File: src/rtl/fp_pkg.sv
// Shared types and constants for the floating-point adder scheduler.
package fp_pkg;

    localparam int unsigned FP_W   = 32;
    localparam int unsigned WDOG_W = 8;

    localparam logic [FP_W-1:0] FP_QNAN = 32'h7FC0_0000;

    typedef enum logic [1:0] {
        ST_IDLE  = 2'd0,
        ST_ISSUE = 2'd1,
        ST_WAIT  = 2'd2,
        ST_RESP  = 2'd3
    } state_t;

    // Operand pair handed to the shared adder core.
    typedef struct packed {
        logic [FP_W-1:0] a;
        logic [FP_W-1:0] b;
    } fp_operands_t;

endpackage

File: src/rtl/rr_arbiter.sv
// Combinational round-robin arbiter: first asserted request at or above ptr, with wrap.
module rr_arbiter #(
    parameter int unsigned NUM_REQ = 4,
    parameter int unsigned ID_W    = $clog2(NUM_REQ)
) (
    input  logic [NUM_REQ-1:0] req,
    input  logic [ID_W-1:0]    ptr,
    output logic [NUM_REQ-1:0] grant,
    output logic [ID_W-1:0]    grant_id
);

    logic            found;
    logic [ID_W-1:0] idx;

    // Walk the requesters starting at ptr; the first hit wins.
    always_comb begin
        grant    = '0;
        grant_id = '0;
        found    = 1'b0;
        idx      = '0;
        for (int unsigned i = 0; i < NUM_REQ; i++) begin
            idx = ID_W'((32'(ptr) + i) % NUM_REQ);
            if (!found && req[idx]) begin
                found       = 1'b1;
                grant[idx]  = 1'b1;
                grant_id    = idx;
            end
        end
    end

endmodule

File: src/rtl/fp_add_scheduler.sv
// Shares one floating-point adder core among NUM_REQ requesters with
// round-robin arbitration, start/done sequencing and a watchdog abort.
module fp_add_scheduler
    import fp_pkg::*;
#(
    parameter int unsigned NUM_REQ = 4,
    parameter int unsigned ID_W    = 2,
    parameter int unsigned TIMEOUT = 64
) (
    input  logic                    clock,
    input  logic                    reset,
    input  logic [NUM_REQ-1:0]      req_valid,
    input  logic [FP_W*NUM_REQ-1:0] req_a,
    input  logic [FP_W*NUM_REQ-1:0] req_b,
    output logic [NUM_REQ-1:0]      req_ready,
    output logic                    rsp_valid,
    input  logic                    rsp_ready,
    output logic [ID_W-1:0]         rsp_id,
    output logic [FP_W-1:0]         rsp_sum,
    output logic                    rsp_err,
    output logic                    add_start,
    output logic [FP_W-1:0]         add_a,
    output logic [FP_W-1:0]         add_b,
    input  logic                    add_done,
    input  logic [FP_W-1:0]         add_sum,
    output logic                    busy
);

    localparam logic [WDOG_W-1:0] WDOG_LAST = WDOG_W'(TIMEOUT - 1);

    state_t             state_q;
    state_t             state_d;
    logic [ID_W-1:0]    rr_ptr_q;
    logic [ID_W-1:0]    rr_ptr_d;
    logic [WDOG_W-1:0]  wdog_q;
    logic [WDOG_W-1:0]  wdog_d;
    fp_operands_t       ops_q;
    fp_operands_t       sel_ops;
    logic [NUM_REQ-1:0] arb_grant;
    logic [ID_W-1:0]    arb_id;
    logic               handshake;
    logic               load_ops;
    logic               load_rsp;
    logic [FP_W-1:0]    rsp_sum_d;
    logic               rsp_err_d;

    rr_arbiter #(
        .NUM_REQ (NUM_REQ),
        .ID_W    (ID_W)
    ) u_arb (
        .req      (req_valid),
        .ptr      (rr_ptr_q),
        .grant    (arb_grant),
        .grant_id (arb_id)
    );

    // Grants are offered only in IDLE and never while reset is asserted.
    always_comb begin
        req_ready = '0;
        if ((state_q == ST_IDLE) && !reset) begin
            req_ready = arb_grant;
        end
    end

    assign handshake = |(req_valid & req_ready);

    // Operand mux driven by the one-hot grant.
    always_comb begin
        sel_ops = '0;
        for (int unsigned i = 0; i < NUM_REQ; i++) begin
            if (arb_grant[i]) begin
                sel_ops.a = req_a[i*FP_W +: FP_W];
                sel_ops.b = req_b[i*FP_W +: FP_W];
            end
        end
    end

    // Next-state, watchdog and load-enable logic.
    always_comb begin
        state_d   = state_q;
        rr_ptr_d  = rr_ptr_q;
        wdog_d    = wdog_q;
        load_ops  = 1'b0;
        load_rsp  = 1'b0;
        rsp_sum_d = add_sum;
        rsp_err_d = 1'b0;
        case (state_q)
            ST_IDLE: begin
                if (handshake) begin
                    load_ops = 1'b1;
                    state_d  = ST_ISSUE;
                end
            end
            ST_ISSUE: begin
                wdog_d  = '0;
                state_d = ST_WAIT;
            end
            ST_WAIT: begin
                wdog_d = wdog_q + 1'b1;
                // A done strobe on the last watchdog cycle still wins.
                if (add_done) begin
                    load_rsp  = 1'b1;
                    rsp_sum_d = add_sum;
                    rsp_err_d = 1'b0;
                    state_d   = ST_RESP;
                end else if (wdog_q == WDOG_LAST) begin
                    load_rsp  = 1'b1;
                    rsp_sum_d = FP_QNAN;
                    rsp_err_d = 1'b1;
                    state_d   = ST_RESP;
                end
            end
            ST_RESP: begin
                if (rsp_ready) begin
                    rr_ptr_d = ID_W'((32'(rsp_id) + 32'd1) % NUM_REQ);
                    state_d  = ST_IDLE;
                end
            end
            default: begin
                state_d = ST_IDLE;
            end
        endcase
    end

    // State register plus status flags registered from the next state.
    always_ff @(posedge clock) begin
        if (reset) begin
            state_q   <= ST_IDLE;
            rr_ptr_q  <= '0;
            wdog_q    <= '0;
            add_start <= 1'b0;
            rsp_valid <= 1'b0;
            busy      <= 1'b0;
        end else begin
            state_q   <= state_d;
            rr_ptr_q  <= rr_ptr_d;
            wdog_q    <= wdog_d;
            add_start <= (state_d == ST_ISSUE);
            rsp_valid <= (state_d == ST_RESP);
            busy      <= (state_d != ST_IDLE);
        end
    end

    // Operand and response holding registers.
    always_ff @(posedge clock) begin
        if (reset) begin
            ops_q   <= '0;
            rsp_id  <= '0;
            rsp_sum <= '0;
            rsp_err <= 1'b0;
        end else begin
            if (load_ops) begin
                ops_q  <= sel_ops;
                rsp_id <= arb_id;
            end
            if (load_rsp) begin
                rsp_sum <= rsp_sum_d;
                rsp_err <= rsp_err_d;
            end
        end
    end

    assign add_a = ops_q.a;
    assign add_b = ops_q.b;

endmodule

File: config.mk
export PLATFORM = sky130hd
export DESIGN_NAME = fp_add_scheduler
export DESIGN_NICKNAME = d
export VERILOG_FILES = /design/src/rtl/fp_pkg.sv /design/src/rtl/rr_arbiter.sv /design/src/rtl/fp_add_scheduler.sv
export SDC_FILE = /design/constraint.sdc
export NUM_CORES = 1
export LEC_CHECK = 0
export ABC_AREA = 1
export CAP_MARGIN = 20
export CORE_AREA = 2 2 156 158
export DETAILED_ROUTE_END_ITERATION = 10
export DIE_AREA = 0 0 158 160
export PLACE_DENSITY = 0.69
export SYNTH_ARGS = -nofsm -noshare
export SYNTH_HDL_FRONTEND = slang
export SYNTH_HIERARCHICAL = 1
export SYNTH_SLANG_ARGS = --single-unit
File: constraint.sdc
create_clock -name clock -period 5.4 [get_ports clock]
set_input_delay 0.81 -clock clock [delete_from_list [all_inputs] [get_ports clock]]
set_output_delay 0.81 -clock clock [all_outputs]
set_load 0.05 [all_outputs]
== After elaboration in Yosys (flattened, before gate mapping) ==
Index checks and enable logic that the tools add are counted.

* Bits in registers: 114
* Output and inout port bits: 106
* Logic and storage cells: 99

* Add/subtract/negate cells: 5
* Order comparisons: 8
* Equal/unequal tests: 6
* Muxes and demuxes: 48
* Bitwise logic cells: 4
* Reductions and logical operators: 17

{| class="wikitable"
|+ Operators with widths
! cell !! number
|-
| $mux 64 || 4
|-
| $mux 32 || 3
|-
| $mux 4 || 5
|-
| $mux 1 || 18
|-
| $mux 2 || 8
|-
| $pmux 8 s2 || 1
|-
| $lt 2x3->1 const B || 4
|-
| $or 4x4->4 || 3
|-
| $add 8x1->8 const B || 1
|-
| $bmux 1 s2 || 4
|-
| $demux 1 s2 || 4
|-
| $eq 8x6->1 const B || 1
|-
| $ge 2x1->1 const B || 4
|-
| $logic_and 1x1->1 || 8
|-
| $pmux 2 s4 || 1
|-
| $eq 2x2->1 const B || 3
|-
| $add 2x1->2 const B || 2
|-
| $add 2x2->2 const B || 2
|-
| $and 4x4->4 || 1
|-
| $eq 2x1->1 const B || 2
|-
| $logic_not 1->1 || 4
|-
| $reduce_bool 2->1 || 2
|-
| $reduce_or 4->1 || 1
|-
| $logic_not 2->1 || 1
|-
| $reduce_and 2->1 || 1
|}

== Logic depth before layout (Yosys ltp) ==
* Depth after elaboration: 18
* Gate-level depth with buffers: 19
* Mapped depth without buffers: 17

== Hierarchy ==
The synthesis kept the hierarchy.

{| class="wikitable"
|+ Modules (own cells, without submodules)
! module !! instances !! cells an instance !! area each (µm²) !! seq. area each (µm²)
|-
| fp_add_scheduler || 1 || 852 || 5904.4 || 2282.2
|-
| rr_arbiter || 1 || 82 || 515.5 || 0.0
|}

== Least setup slack after synthesis ==
No wires, ideal clock.

* Kind: reg2out
* Start: register rr_ptr_q[1]
* End: output req_ready[1]
* Arrival time: 2.764 ns
* Data required time: 4.590 ns
* Setup slack: 1.826 ns
* Stages on the path, launching flop included: 13
* Path buffers: 2
* Cell sequence: dfxtp_1 > bufinv_8 > ha_1 > inv_1 > nand3_1 > nand2_2 > nor2_8 > nand3_1 > nand3_1 > buf_2 > buf_1 > inv_1 > nor2_1

* Word-level cells in the longest chain between the ends: 13
* Elaborated cells between the ends (all ways): 48

{| class="wikitable"
|+ RTL lines
! what !! line !! text
|-
| from (decl) || fp_add_scheduler.sv:33 || <nowiki>logic [ID_W-1:0] rr_ptr_q;</nowiki>
|-
| from (signal assigned) || fp_add_scheduler.sv:136 || <nowiki>rr_ptr_q <= rr_ptr_d;</nowiki>
|-
| parallel branches: the longest is 11 deep, another holds $lt 2x3->1 || -- ||
|-
| $mux 4 (*) || rr_arbiter.sv:23 || <nowiki>if (!found && req[idx]) begin</nowiki>
|-
| net arb_grant[1] || fp_add_scheduler.sv:39 || <nowiki>logic [NUM_REQ-1:0] arb_grant;</nowiki>
|-
| $mux 4 (*) || fp_add_scheduler.sv:60 || <nowiki>if ((state_q == ST_IDLE) && !reset) begin</nowiki>
|-
| to (decl) || fp_add_scheduler.sv:15 || <nowiki>output logic [NUM_REQ-1:0] req_ready,</nowiki>
|}

Mark *: on every way through the listed nets, which the timed path passes. The select of a mux whose other input is x is not followed.

== Worst setup path in the final report ==
* Start: register rr_ptr_q[0]
* End: output req_ready[1]

Same word-level chain as after synthesis.

==> impl_results.md <==
* Post-Route WL at 28.7 mm
* Synth warn at 6
* Worst hold path type: flip-flop to flip-flop
* CP Max Fanout at just under 60
* Most frequent cells in the layout: 397 x clkdlybuf4s50_1, 230 x a21oi_1, 194 x nand2_1
* Final Hold Fails at 0
* Vias per inst at roughly 5
* Post-synth top flop: dfxtp_1
* Clk_skew at 0.00968 ns
* Largest net degree at the start of global routing at a little under 70
* CTS root buffer: clkbuf_16
* Worst setup margin at ~1.2 ns
* MaxCap Viol Count at 0
* Initial DRC count at 494
* Die Wd at around 160 µm
* Seq/Total Area, Yosys at about 36%
* Nets at about 1,600
* Max Buffers Root-to-Sink at 2
* Number of synthesized flops with an enable pin at 0
* Mapped Avg Cell Area at between 6 and 7 µm²
* Core area at 23,800 µm²
* R2R setup slack at approximately 1.8 ns
* CTS tree: yes
* Placed cell areas at approximately 11,000 µm²
* Area Growth Syn to Fin at 74.0%
* Dpl ws at roughly 1.3 ns
* Utilization after layout at between 40% and 50%
* Distinct cells, synth at 31
* H-tree Lvls at 4
* Worst IR drop on VDD at approximately 160 µV
* GR Util All Layers at 21.4%
* Mapped Nets at between 1,000 and 1,500
* Initial core utilization at about 27%
* Power Dens Cells at roughly 260 nW/µm²
* M1 wire length at approximately 12 mm
* Setup TNS at 0 ns
* Die ar. at about 25,000 µm²
* Sinks on Clock Net at 114
* RSZ-0062 raised after global routing: false
* Max Used Layer: met4
* Slew @ Worst Pin at between 0.8 and 0.9 ns
* Total grt overflow at 0
* CP startpoint kind: flip-flop
* Drt drc at 0
* Vias at 8,045
* CTS resizes at 0
* Synth Register Bits at 114
* Rows at between 50 and 60
* Cell area after synthesis at ~6400 µm²
* Layout cell share with drive strength beyond 1 at about 5.4%
* Post-route minimum period at around 4.2 ns
* Max Slew Vio Count at 0
* Mean routed wirelength per cell at between 15 and 20 µm
* Port bufs at about 400
* # hold bufs at CTS at 0
* Critical path class: flip-flop to output port
* Worst-path clk slew at 0.06 ns
* Detail Route met2 WL at between 10 and 15 mm
* Routed Antenna Nets at 0
* Die height at ~160 µm
* Skew-Pair Late Insertion Delay at ~0.4 ns
* Fmax at roughly 240 MHz
* Final HPWL DP at approximately 20 mm
* CTS buffer count at 17
* Most common cell after layout, fill and taps aside: clkdlybuf4s50_1
* Post-route cell area at 11,200 µm²
* Worst EP required at 4.59 ns
* Crit end category: output port
* Final setup vio count at 0
* Worst slew margin at ~44%
* Routed met3 length at about 2.6 mm
* Arrival @ worst endpoint at about 3.4 ns
* I/O pin count at between 400 and 500
* TritonRoute pass-1 iters at 5
* Initial antenna violation count at 7
* Post-CTS Setup Bufs at 0
* Leak pwr at approximately 0.0044 µW
* GP Congestion at between 0.8 and 0.9
* Vias in the first global route at about 7,700
* Tcrit/Tclk final at between 70 and 80%
* Status: completed
* First-pass GRT wire length at about 42 mm
* Mapped Cells at ~930
* Asr flop ratio synth at 0%
[logic make-up after synthesis]
logic type | count (synthesis) | synth area share, %
AOI/OAI and AO/OA | 382 | 32.5
and+or+nand+nor | 306 | 20.6
buffers and inverters | 118 | 8.67
DFF | 114 | 35.5
adders and majority gates | 12 | 2.34
xor gates and xnor gates | 2 | 0.273
[path summary, 6_finish.rpt]
path | start | to | depth (start not counted)
min | rsp_err | rsp_err | 2
min reg2reg | rsp_err | rsp_err | 2
max | rr_ptr_q[0] | req_ready[1] | 12
max reg2reg | rr_ptr_q[0] | add_b[28] | 15
[per-stage QoR]
stage	instances	hold slack, ns	total power, µW
2_1_floorplan	934	0.460	1450
3_3_place_gp	1597	0.449	1860
3_5_place_dp	1597	0.457	1860
4_1_cts	1629	0.471	2980
5_1_grt	1633	0.492	3080
6_report	1635	0.470	2940
[synth_stat cells (2+ instances only)]
| library cell | instances | area, µm² |
|---|---|---|
| inv_1 | 37 | 139 |
| inv_2 | 4 | 15.0 |
| a21oi_1 | 230 | 1150 |
| nor2_1 | 43 | 161 |
| o211ai_1 | 64 | 480 |
| o21ai_0 | 13 | 65.1 |
| o21ai_1 | 68 | 340 |
| nand4_1 | 6 | 37.5 |
| buf_1 | 9 | 33.8 |
| nand3_1 | 52 | 260 |
| ha_1 | 12 | 150 |
| nand2_8 | 2 | 40.0 |
| nand2_1 | 194 | 728 |
| clkbuf_1 | 45 | 169 |
| buf_2 | 10 | 50.1 |
| nor2_2 | 2 | 12.5 |
| a21boi_0 | 4 | 30.0 |
| dfxtp_1 | 114 | 2280 |
| nand2_2 | 2 | 12.5 |
| nand2_4 | 2 | 22.5 |
| buf_6 | 11 | 124 |
[state kept, by name (all words and copies together) (netlist names), 2 cells and up]
| name | flops |
|---|---|
| add_a | 32 |
| add_b | 32 |
| rr_ptr_q | 2 |
| rsp_id | 2 |
| rsp_sum | 32 |
| state_q | 2 |
| wdog_q | 8 |
[layer usage]
layer  vias to the layer above  global-route usage (%)
met2                       351                    35.2
met3                        55                    6.81
li1                       3965                       -
met5                         -                       0
met1                      3674                    25.3
met4                         0                    9.50
[layout make-up]
class / instances / area, µm²
repair buffers: 414 / 4100
well taps: 324 / 405
inverters: 43 / 180
clock buffers: 20 / 457
fillers: 2407 / 12600
diodes: 6 / 15.0
flip-flops and latches: 114 / 2280
clock inverters: 12 / 109
multi-input cells: 702 / 3620
[critical path, cell delays in order, from the launching register on]
cell     delay (ns)
dfxtp_1        0.62
inv_6          0.12
ha_1           0.38
inv_1          0.11
nand3_1        0.11
nand2_2        0.10
nor2_8         0.15
nand3_1        0.14
nand3_4        0.19
buf_4          0.60
inv_1          0.09
nor2_1         0.13
buf_4          0.21
[power breakdown]
part	switching (µW)	internal (µW)
logic	512	398
clock network	438	657
registers	31.5	903
No activity file was read; power rests on OpenSTA's default activity.
